`src/rtl/muldiv_unit_if.sv`:
```
// rtl/muldiv_unit_if.sv - request/response bundle between the execute stage and the mul/div unit
//
// Purpose: groups the muldiv_unit handshake and operand/result signals.
// Signals:
//   start    request strobe, sampled only while the unit is idle
//   alu_ctl  5-bit operation code (11..18), sampled with start
//   a, b     operands rs1/rs2, sampled with start
//   busy     high while an operation is iterating
//   done     one-cycle pulse, result valid in that cycle
//   result   operation result, held until the next accepted op or reset
//   zero     result == 0
// Modports: master = pipeline side, slave = muldiv_unit side.

interface muldiv_unit_if #(
   parameter int XLEN = 32
);
   logic            start;
   logic [4:0]      alu_ctl;
   logic [XLEN-1:0] a;
   logic [XLEN-1:0] b;
   logic            busy;
   logic            done;
   logic [XLEN-1:0] result;
   logic            zero;

   modport master (
      output start, alu_ctl, a, b,
      input  busy, done, result, zero
   );

   modport slave (
      input  start, alu_ctl, a, b,
      output busy, done, result, zero
   );
endinterface

```
`src/rtl/muldiv_unit.sv`:
```
// rtl/muldiv_unit.sv - iterative multiply/divide unit for alu_ctl codes 11..18
//
// Purpose: computes divu/div/remu/rem (11..14) and mul/mulhu/mulhsu/mulh
// (15..18) over 32 iteration cycles, returning the result with a done pulse.
// Ports:
//   clk    rising-edge clock
//   reset  synchronous active-high reset
//   bus    muldiv_unit_if slave modport (start/alu_ctl/a/b in,
//          busy/done/result/zero out)
// Timing: start accepted at edge E0; busy is high after edges E1..E32;
// done and the new result are visible after edge E33.

module muldiv_unit #(
   parameter int XLEN = 32
) (
   input  logic         clk,
   input  logic         reset,
   muldiv_unit_if.slave bus
);

   localparam logic [4:0] OP_DIVU   = 5'd11;
   localparam logic [4:0] OP_DIV    = 5'd12;
   localparam logic [4:0] OP_REMU   = 5'd13;
   localparam logic [4:0] OP_REM    = 5'd14;
   localparam logic [4:0] OP_MUL    = 5'd15;
   localparam logic [4:0] OP_MULHU  = 5'd16;
   localparam logic [4:0] OP_MULHSU = 5'd17;
   localparam logic [4:0] OP_MULH   = 5'd18;

   typedef enum logic [1:0] {
      S_IDLE,
      S_CALC,
      S_DONE
   } state_t;

   state_t state, state_nxt;

   // Operation context captured at accept time
   logic [4:0]        op_q;
   logic [XLEN-1:0]   opnd_q;    // multiplicand (mul) or divisor (div) magnitude
   logic [2*XLEN-1:0] acc_q;     // mul: {partial hi, multiplier/low}; div: {remainder, quotient}
   logic              neg_q;     // result must be negated in fix-up
   logic              bzero_q;   // divisor was zero
   logic [5:0]        cnt_q;

   logic              busy_q;
   logic              done_q;
   logic [XLEN-1:0]   result_q;

   // ---------------------------------------------------------------
   // Request decode and operand preparation
   // ---------------------------------------------------------------
   logic            valid_op;
   logic            accept;
   logic            is_mul_in;
   logic            is_rem_in;
   logic            sa_in;
   logic            sb_in;
   logic            neg_in;
   logic [XLEN-1:0] mag_a;
   logic [XLEN-1:0] mag_b;

   assign valid_op  = (bus.alu_ctl >= OP_DIVU) && (bus.alu_ctl <= OP_MULH);
   assign accept    = (state == S_IDLE) && bus.start && valid_op;
   assign is_mul_in = (bus.alu_ctl >= OP_MUL);
   assign is_rem_in = (bus.alu_ctl == OP_REMU) || (bus.alu_ctl == OP_REM);

   // mulhsu treats only a as signed
   assign sa_in = bus.a[XLEN-1] &&
                  ((bus.alu_ctl == OP_DIV) || (bus.alu_ctl == OP_REM) ||
                   (bus.alu_ctl == OP_MULHSU) || (bus.alu_ctl == OP_MULH));
   assign sb_in = bus.b[XLEN-1] &&
                  ((bus.alu_ctl == OP_DIV) || (bus.alu_ctl == OP_REM) ||
                   (bus.alu_ctl == OP_MULH));

   // Negating 0x80000000 yields 0x80000000, which is the correct unsigned magnitude
   assign mag_a = sa_in ? -bus.a : bus.a;
   assign mag_b = sb_in ? -bus.b : bus.b;

   // Remainder follows the dividend; everything else follows the sign product
   assign neg_in = is_rem_in ? sa_in : (sa_in ^ sb_in);

   // ---------------------------------------------------------------
   // One iteration step
   // ---------------------------------------------------------------
   logic              is_mul;
   logic              last_iter;
   logic [XLEN:0]     mul_sum;
   logic [XLEN+1:0]   trial;
   logic [2*XLEN-1:0] acc_step;

   assign is_mul    = (op_q >= OP_MUL);
   assign last_iter = (cnt_q == 6'(XLEN-1));

   // Shift-add: add multiplicand into the high half when the current
   // multiplier bit (acc LSB) is set, then shift the whole accumulator right.
   assign mul_sum = {1'b0, acc_q[2*XLEN-1:XLEN]} + (acc_q[0] ? {1'b0, opnd_q} : '0);

   // Restoring divide: shifted partial remainder {rem, next dividend bit}
   // minus divisor; the extra top bit is the borrow.
   assign trial = {1'b0, acc_q[2*XLEN-1:XLEN-1]} - {2'b00, opnd_q};

   always_comb begin
      acc_step = acc_q;
      if (is_mul) begin
         acc_step = {mul_sum, acc_q[XLEN-1:1]};
      end else if (trial[XLEN+1]) begin
         acc_step = {acc_q[2*XLEN-2:0], 1'b0};
      end else begin
         acc_step = {trial[XLEN-1:0], acc_q[XLEN-2:0], 1'b1};
      end
   end

   // ---------------------------------------------------------------
   // Sign fix-up and result selection
   // ---------------------------------------------------------------
   logic [2*XLEN-1:0] prod_f;
   logic [XLEN-1:0]   quo_f;
   logic [XLEN-1:0]   rem_f;
   logic [XLEN-1:0]   res_sel;

   assign prod_f = neg_q ? -acc_q : acc_q;
   assign quo_f  = neg_q ? -acc_q[XLEN-1:0] : acc_q[XLEN-1:0];
   assign rem_f  = neg_q ? -acc_q[2*XLEN-1:XLEN] : acc_q[2*XLEN-1:XLEN];

   always_comb begin
      res_sel = '0;
      case (op_q)
         OP_DIVU, OP_DIV:             res_sel = bzero_q ? '0 : quo_f;
         OP_REMU, OP_REM:             res_sel = bzero_q ? '0 : rem_f;
         OP_MUL:                      res_sel = prod_f[XLEN-1:0];
         OP_MULHU, OP_MULHSU, OP_MULH: res_sel = prod_f[2*XLEN-1:XLEN];
         default:                     res_sel = '0;
      endcase
   end

   // ---------------------------------------------------------------
   // Control FSM
   // ---------------------------------------------------------------
   always_ff @(posedge clk) begin
      if (reset) begin
         state <= S_IDLE;
      end else begin
         state <= state_nxt;
      end
   end

   always_comb begin
      state_nxt = state;
      case (state)
         S_IDLE: if (accept) state_nxt = S_CALC;
         S_CALC: if (last_iter) state_nxt = S_DONE;
         S_DONE: state_nxt = S_IDLE;
         default: state_nxt = S_IDLE;
      endcase
   end

   // ---------------------------------------------------------------
   // Datapath and registered outputs
   // ---------------------------------------------------------------
   // busy/done are registered one cycle behind the state, so busy covers
   // the cycles after E1..E32 and done lands after E33 together with result.
   always_ff @(posedge clk) begin
      if (reset) begin
         op_q     <= '0;
         opnd_q   <= '0;
         acc_q    <= '0;
         neg_q    <= 1'b0;
         bzero_q  <= 1'b0;
         cnt_q    <= '0;
         busy_q   <= 1'b0;
         done_q   <= 1'b0;
         result_q <= '0;
      end else begin
         busy_q <= (state == S_CALC);
         done_q <= (state == S_DONE);
         if (accept) begin
            op_q    <= bus.alu_ctl;
            opnd_q  <= is_mul_in ? mag_a : mag_b;
            acc_q   <= {{XLEN{1'b0}}, (is_mul_in ? mag_b : mag_a)};
            neg_q   <= neg_in;
            bzero_q <= (bus.b == '0);
            cnt_q   <= '0;
         end else if (state == S_CALC) begin
            acc_q <= acc_step;
            cnt_q <= cnt_q + 6'd1;
         end
         if (state == S_DONE) begin
            result_q <= res_sel;
         end
      end
   end

   assign bus.busy   = busy_q;
   assign bus.done   = done_q;
   assign bus.result = result_q;
   assign bus.zero   = (result_q == '0);

endmodule
```
`src/flat_wrapper.sv`:
```
// flat-port wrapper written by rule: the top's interface ports become plain ports
module muldiv_unit_flat 
#(
   parameter int XLEN = 32
)
  (clk, reset, bus_start, bus_alu_ctl, bus_a, bus_b, bus_busy, bus_done, bus_result, bus_zero);
  muldiv_unit_if #(.XLEN(XLEN)) bus_i ();
  input  logic clk;
  input  logic reset;
  input wire logic [$bits(bus_i.start)-1:0] bus_start;
  input wire logic [$bits(bus_i.alu_ctl)-1:0] bus_alu_ctl;
  input wire logic [$bits(bus_i.a)-1:0] bus_a;
  input wire logic [$bits(bus_i.b)-1:0] bus_b;
  output wire logic [$bits(bus_i.busy)-1:0] bus_busy;
  output wire logic [$bits(bus_i.done)-1:0] bus_done;
  output wire logic [$bits(bus_i.result)-1:0] bus_result;
  output wire logic [$bits(bus_i.zero)-1:0] bus_zero;
  assign bus_i.start = bus_start;
  assign bus_i.alu_ctl = bus_alu_ctl;
  assign bus_i.a = bus_a;
  assign bus_i.b = bus_b;
  assign bus_busy = bus_i.busy;
  assign bus_done = bus_i.done;
  assign bus_result = bus_i.result;
  assign bus_zero = bus_i.zero;
  muldiv_unit #(.XLEN(XLEN)) u_core (.clk(clk), .reset(reset), .bus(bus_i));
endmodule
```
`config.mk`:
```
export PLATFORM = sky130hd
export DESIGN_NAME = muldiv_unit_flat
export DESIGN_NICKNAME = d
export VERILOG_FILES = /design/src/rtl/muldiv_unit_if.sv /design/src/rtl/muldiv_unit.sv /design/src/flat_wrapper.sv
export SDC_FILE = /design/constraint.sdc
export NUM_CORES = 1
export LEC_CHECK = 0
export ABC_CLOCK_PERIOD_IN_PS = 6100
export BUFFER_PORTS_ARGS = -buffer_cell sky130_fd_sc_hd__buf_4
export CAP_MARGIN = 15
export CELL_PAD_IN_SITES_DETAIL_PLACEMENT = 1
export CELL_PAD_IN_SITES_GLOBAL_PLACEMENT = 2
export CORE_UTILIZATION = 38
export CTS_CLUSTER_DIAMETER = 60
export DETAILED_ROUTE_END_ITERATION = 6
export PLACE_DENSITY_LB_ADDON = 0.1
export SKIP_CTS_REPAIR_TIMING = 1
export SLEW_MARGIN = 20
export SYNTH_ARGS = -nofsm -noshare
export SYNTH_HDL_FRONTEND = slang
export SYNTH_SLANG_ARGS = --single-unit
```
`constraint.sdc`:
```
create_clock -name clk -period 6.1 [get_ports clk]
set_input_delay 0.61 -clock clk [delete_from_list [all_inputs] [get_ports clk]]
set_output_delay 0.61 -clock clk [all_outputs]
set_load 0.03 [all_outputs]
```
After elaboration in Yosys (flattened, before gate mapping)
Index checks and enable logic that the tools add are counted.
Cells by class
  $add $sub $neg: 8
  order comparisons: 4
  equality and inequality tests: 18
  multiplexer cells: 19
  bitwise gates (word level): 1
  reductions and logical operators: 19
Operators by type and width (count)
  $mux W32: 11
  $mux W64: 3
  $neg A32 Y32: 4
  $pmux W32 S4: 1
  $logic_not A32 Y1: 2
  $neg A64 Y64: 1
  $eq A5 B4 Y1 const B: 8
  $sub A33 B32 Y34: 1
  $add A32 B32 Y33: 1
  $eq A5 B5 Y1 const B: 5
  $ge A5 B4 Y1 const B: 3
  $add A6 B1 Y6 const B: 1
  $eq A6 B5 Y1 const B: 1
  $reduce_or A2 Y1: 3
  $le A5 B5 Y1 const B: 1
  $logic_and A1 B1 Y1: 5
  $logic_or A1 B1 Y1: 5
  $mux W2: 2
  $ne A2 B1 Y1 const B: 2
  $pmux W2 S2: 1
  $reduce_or A3 Y1: 1
  $eq A2 B1 Y1 const B: 1
  $eq A2 B2 Y1 const B: 1
  $logic_not A2 Y1: 1
  4 further kinds: 4
Storage, ports and cells
  bits in registers: 145
  input bits: 72
  output and inout port bits: 35
  logic and storage cells: 80

Logic depth before layout (Yosys ltp)
  depth after elaboration: 8
  depth in mapped cells: 14
  depth with buffers taken out: 13

Worst setup path before layout
Ideal clock, no wire load.
  kind: register to register
  start: reg u_core.acc_q[0]
  end: reg u_core.acc_q[60]
  setup time: 122 ps
  data arrival time: 3037 ps
  required time: 5978 ps
  setup slack: 2941 ps
  cell stages (with the launch flop): 15
  path buffers: 2
  clock period less this slack: 3159 ps
  cells stage by stage: dfxtp_1 > inv_1 > buf_1 > nor2_1 > ha_1 > clkbuf_1 > a21oi_1 > o21ai_0 > o211ai_1 > a21oi_1 > a2111o_1 > a221o_1 > a21oi_1 > xnor2_1 > a221o_1
On the way
  longest elaborated chain between the ends: 3
Ends and longest elaborated chain
  start: declaration: line muldiv_unit.sv:41  | logic [2*XLEN-1:0] acc_q;
  start signal: assignment: line muldiv_unit.sv:180  | acc_q <= {{XLEN{1'b0}}, (is_mul_in ? mag_b : mag_a)};
  start signal: assignment: line muldiv_unit.sv:185  | acc_q <= acc_step;
  $mux W32: line muldiv_unit.sv:97  | assign mul_sum = {1'b0, acc_q[2*XLEN-1:XLEN]} + (acc_q[0] ? {1'b0, opnd_q} : '0);
  $add A32 B32 Y33: line muldiv_unit.sv:97
  $mux W64: line muldiv_unit.sv:105  | if (is_mul) begin
Every way passes these cells.
A chain may end at the register's enable or synchronous reset.

Final worst setup path
  start: reg u_core.acc_q[0]
  end: reg u_core.acc_q[59]
The elaborated chain is that of the path after synthesis.

==> impl.org <==
** STA
- Pin slew with the least headroom to its limit :: 1.05 ns
- Max Transition Viols Final :: 0
- Setup violations remaining at the end of the flow were counted as 0.
- Number of failing hold endpoints at the final stage :: 0
- Fmax achieved :: about 0.24 GHz
- Unrepaired setup endpoints after global routing :: false
- Measured against its own limit, the worst slew margin works out to 29.7%.
- Clock period minus final worst setup slack :: 4.18 ns
- Worst Clk Skew :: about 0.016 ns
- Final period utilization :: 68.6%
- For the final routed database, the setup TNS stands at 0 ns.

** Critical path
- Critical register-to-register path endpoint :: u_core.acc_q[59]$_SDFFE_PP0P_
- Setup slack on the worst reg-to-reg path comes out at approximately 1.9 ns.
- Path type of the worst setup path :: reg2reg
- Capture point of the critical path :: u_core.acc_q[59]$_SDFFE_PP0P_
- For the worst setup path, the data required time is 6.45 ns.
- First element of the critical path :: u_core.acc_q[0]$_SDFFE_PP0P_
- For the worst flop-to-flop path, the logic depth is 13.
- Reg-to-reg critical path startpoint :: u_core.acc_q[0]$_SDFFE_PP0P_
- In this run the worst path has a maximum fanout of 18.
- STA classifies the critical path startpoint as a flip-flop.
- Crit end category :: flip-flop
- For the worst setup path, the data arrival time is 4.54 ns.

** Drt
- Residual antenna-violating net count after detailed routing :: 0
- After the first detailed-routing iteration, the DRC count stood at 1215.
- The final layout contains routed wiring with a total length of 61300 um.
- Total number of vias :: 15.7k
- DRT Pass-1 Iters :: 7
- DR DRC count :: 0
- In the routed layout, each cell is associated on average with a via count of 6.22.
- Average routed wire per standard cell :: ~24 um

** Clocking
- The clock reaches the later pin of the worst-skew pair after 0.46 ns.
- The H-tree was split into 4 levels.
- TritonCTS created 17 clock buffers.
- Buffer levels on the longest clock path :: 2
- The clock drives 145 sinks.
- The root buffer cell chosen for the clock tree is clkbuf_16.
- Register clock-pin slew on the reported worst setup and hold paths :: 0.07 ns
- TritonCTS built the clock tree.

** Logic synthesis
- Number of flip-flops and latches in the synthesized netlist :: 145
- Sequential element share of the synthesized area :: 20.6%
- The number of different library cells used by synthesis comes to 76.
- Main area contributors after synthesis :: dfxtp_1 (21%), nand2_1 (7.0%), a21oi_1 (6.9%), ha_1 (6.1%), o21ai_0 (5.8%)
- The top cell type by area accounts for 20.6% of the synthesized area.
- Commonest cells in the synthesized netlist :: nand2_1 (264), nor2_1 (204), a21oi_1 (196), o21ai_0 (165), dfxtp_1 (145)
- Post-synthesis instance area :: ~0.014 mm^2
- The most common cell in the synthesized netlist is nand2_1.
- Mapped Avg Cell Area :: between 6 and 7 um^2
- In the synthesized netlist, the number of instances is 2048.
- For this run, asynchronously set or reset flops after synthesis account for 0%.
- Synthesis produced a netlist with a net count of approximately 2.2k.
- Yosys printed 0 warnings.
- Number of enable flip-flop cells after synthesis :: 0
- The most used flip-flop cell after synthesis is dfxtp_1.
- The largest total area in the synthesized netlist belongs to dfxtp_1.

** Finish
- Syn-to-layout area delta :: 11.9%
- Counting the fill cells in the layout gives ~4.7k.
- The repair_antennas step left the layout with diodes totalling 0.
- Ratio of cells with drive above 1 in the final layout :: 9.20%
- After the last flow step, the layout net total stands at 2195.

** Power and ir drop
- The completed layout was analyzed and its total power is around 0.0042 W.
- Of the total power, the share spent switching nets is 44.0%.
- Internal power component :: around 0.0024 W
- Power spread over the standard cell area amounts to between 200 and 300 mW/mm^2.
- The worst-case IR drop observed on VDD is roughly 0.22 mV.
- For this design the total switching power over the nets is between 0.0015 and 0.002 W.
- Combinational fraction of design power :: between 40% and 50%
- Sequential cells account for about a quarter of the total power.
- For this design the static power due to leakage is 6.09 nW.
- The clock network accounts for 26.0% of the total power.

** GRT
- Largest net degree at the start of global routing :: 85
- Vias in the first global route :: 15.4k
- Global-route congestion overflow total :: 0
- GRT Overall Usage :: 32.1%
- Antenna violations before repair :: 0
- The first global-routing pass estimated around 94000 um of wire.

** Worst hold path
- The tightest min-delay check is of the in2reg type.

** Die
- In this run the horizontal extent of the chip is 195 um.
- I/O pin total :: 107
- Placeable core region :: around 0.037 mm^2
- Number of placement rows :: 70
- The floorplan step set the die height to between 150 and 200 um.
- Initial core utilization :: 38.6%
- The die covers 0.0379 mm^2.

** Placed design
- HPWL after detailed placement :: between 40000 and 50000 um
- At the end of routability-driven placement, the weighted congestion stood at roughly 0.96.
- Port Buf Inserts :: 106

** Job
- Max-cap violations :: 0

** Status
- The flow ran to the end, and the final reports show no timing, DRC or antenna violations.
-- power by group through the flow --
stage | registers (W) | logic (W) | clock network (W)
final | 0.00113 | 0.00200 | 0.00110
after global placement | 0.00114 | 0.00194 | 0
after floorplan | 0.00106 | 0.00142 | 0
after detailed placement | 0.00115 | 0.00196 | 0
after global routing | 0.00114 | 0.00217 | 0.00115
after CTS | 0.00113 | 0.00197 | 0.00111
-- state kept, by name (all words and copies together), names as in the netlist --
name and cells:
u_core.bus.done 1, u_core.bzero_q 1, u_core.bus.result 32, u_core.state 2
u_core.op_q 5, u_core.neg_q 1, u_core.acc_q 64, u_core.cnt_q 6
u_core.bus.busy 1, u_core.opnd_q 32
-- layout make-up --
cell class	instances	area, um^2	share of cell area (%)
inverters	63	236	1.50
repair buffers	133	998	6.32
clock buffers	22	464	2.94
multi-input cells	1692	10500	66.4
well taps	468	586	3.71
clock inverters	10	125	0.792
flip-flops and latches	145	2900	18.4
-- cell usage in the layout (no fill, tap or decap), drive strengths merged, types with 31 or more instances in the layout --
| cell type | count |
|---|---|
| ha | 69 |
| a21oi | 196 |
| inv | 65 |
| a21o | 33 |
| nor2 | 204 |
| nand2 | 264 |
| xor2 | 83 |
| o211ai | 57 |
| nand3 | 63 |
| xnor2 | 86 |
| o21ai | 170 |
| buf | 133 |
| nor4 | 31 |
| nor3 | 39 |
| dfxtp | 145 |
-- critical path, stage by stage (launching register included) --
cell and delay, ns:
dfxtp_1 0.36, inv_1 0.47, buf_4 0.34, nor2_1 0.08, ha_1 0.38, and4_1 0.28, and2_1 0.18, a221oi_1 0.38
a21oi_1 0.21, o41ai_1 0.81, nand2_1 0.11, o22ai_1 0.19, nand2_1 0.07, a22o_1 0.20
-- per-stage QoR --
| stage | cells | utilization, % | hold slack (ns) | area [um^2] | setup WS, ns |
|---|---|---|---|---|---|
| after floorplan | 2048 | - | 0.432 | 14100 | 2.94 |
| after global placement | 2501 | 41.5 | 0.439 | 15200 | 2.08 |
| after detailed placement | 2501 | 41.5 | 0.447 | 15200 | 1.92 |
| after CTS | 2533 | 43.1 | 0.399 | 15800 | 1.91 |
| after global routing | 2533 | 43.1 | 0.405 | 15800 | 1.64 |
| final | 2533 | 43.1 | 0.418 | 15800 | 1.92 |
-- cell families after synthesis --
| logic type | count (synthesis) | synth area share (%) |
|---|---|---|
| buffers and inverters | 211 | 5.72 |
| adder cells (fa/ha/maj) | 71 | 6.40 |
| flip-flops | 145 | 20.6 |
| AND/OR/NAND/NOR | 740 | 24.2 |
| AO/OA/AOI/OAI | 678 | 30.2 |
| multiplexers | 34 | 2.45 |
| XOR/XNOR | 169 | 10.5 |
-- layer usage --
layer | routed length (um) | global-route usage [%] | vias to the layer above
li1 | - | - | 7457
met5 | 0 | 0 | -
met1 | 28900 | 45.1 | 7719
met4 | 1880 | 11.3 | 0
met3 | 3510 | 3.92 | 75
met2 | 27000 | 50.1 | 495
-- how the worst min path moves through the flow --
stage,startpoint,end,cells after the start
6_report,reset,u_core.bus.result[7]$_SDFFE_PP0P_,2
5_1_grt,reset,u_core.bus.result[24]$_SDFFE_PP0P_,2
4_1_cts,reset,u_core.bus.result[7]$_SDFFE_PP0P_,2
3_5_place_dp,u_core.opnd_q[26]$_SDFFE_PP0P_,u_core.opnd_q[26]$_SDFFE_PP0P_,2
3_3_place_gp,u_core.opnd_q[14]$_SDFFE_PP0P_,u_core.opnd_q[14]$_SDFFE_PP0P_,2
2_1_floorplan,u_core.opnd_q[10]$_SDFFE_PP0P_,u_core.opnd_q[10]$_SDFFE_PP0P_,2
(Power assumes the default switching activity.)
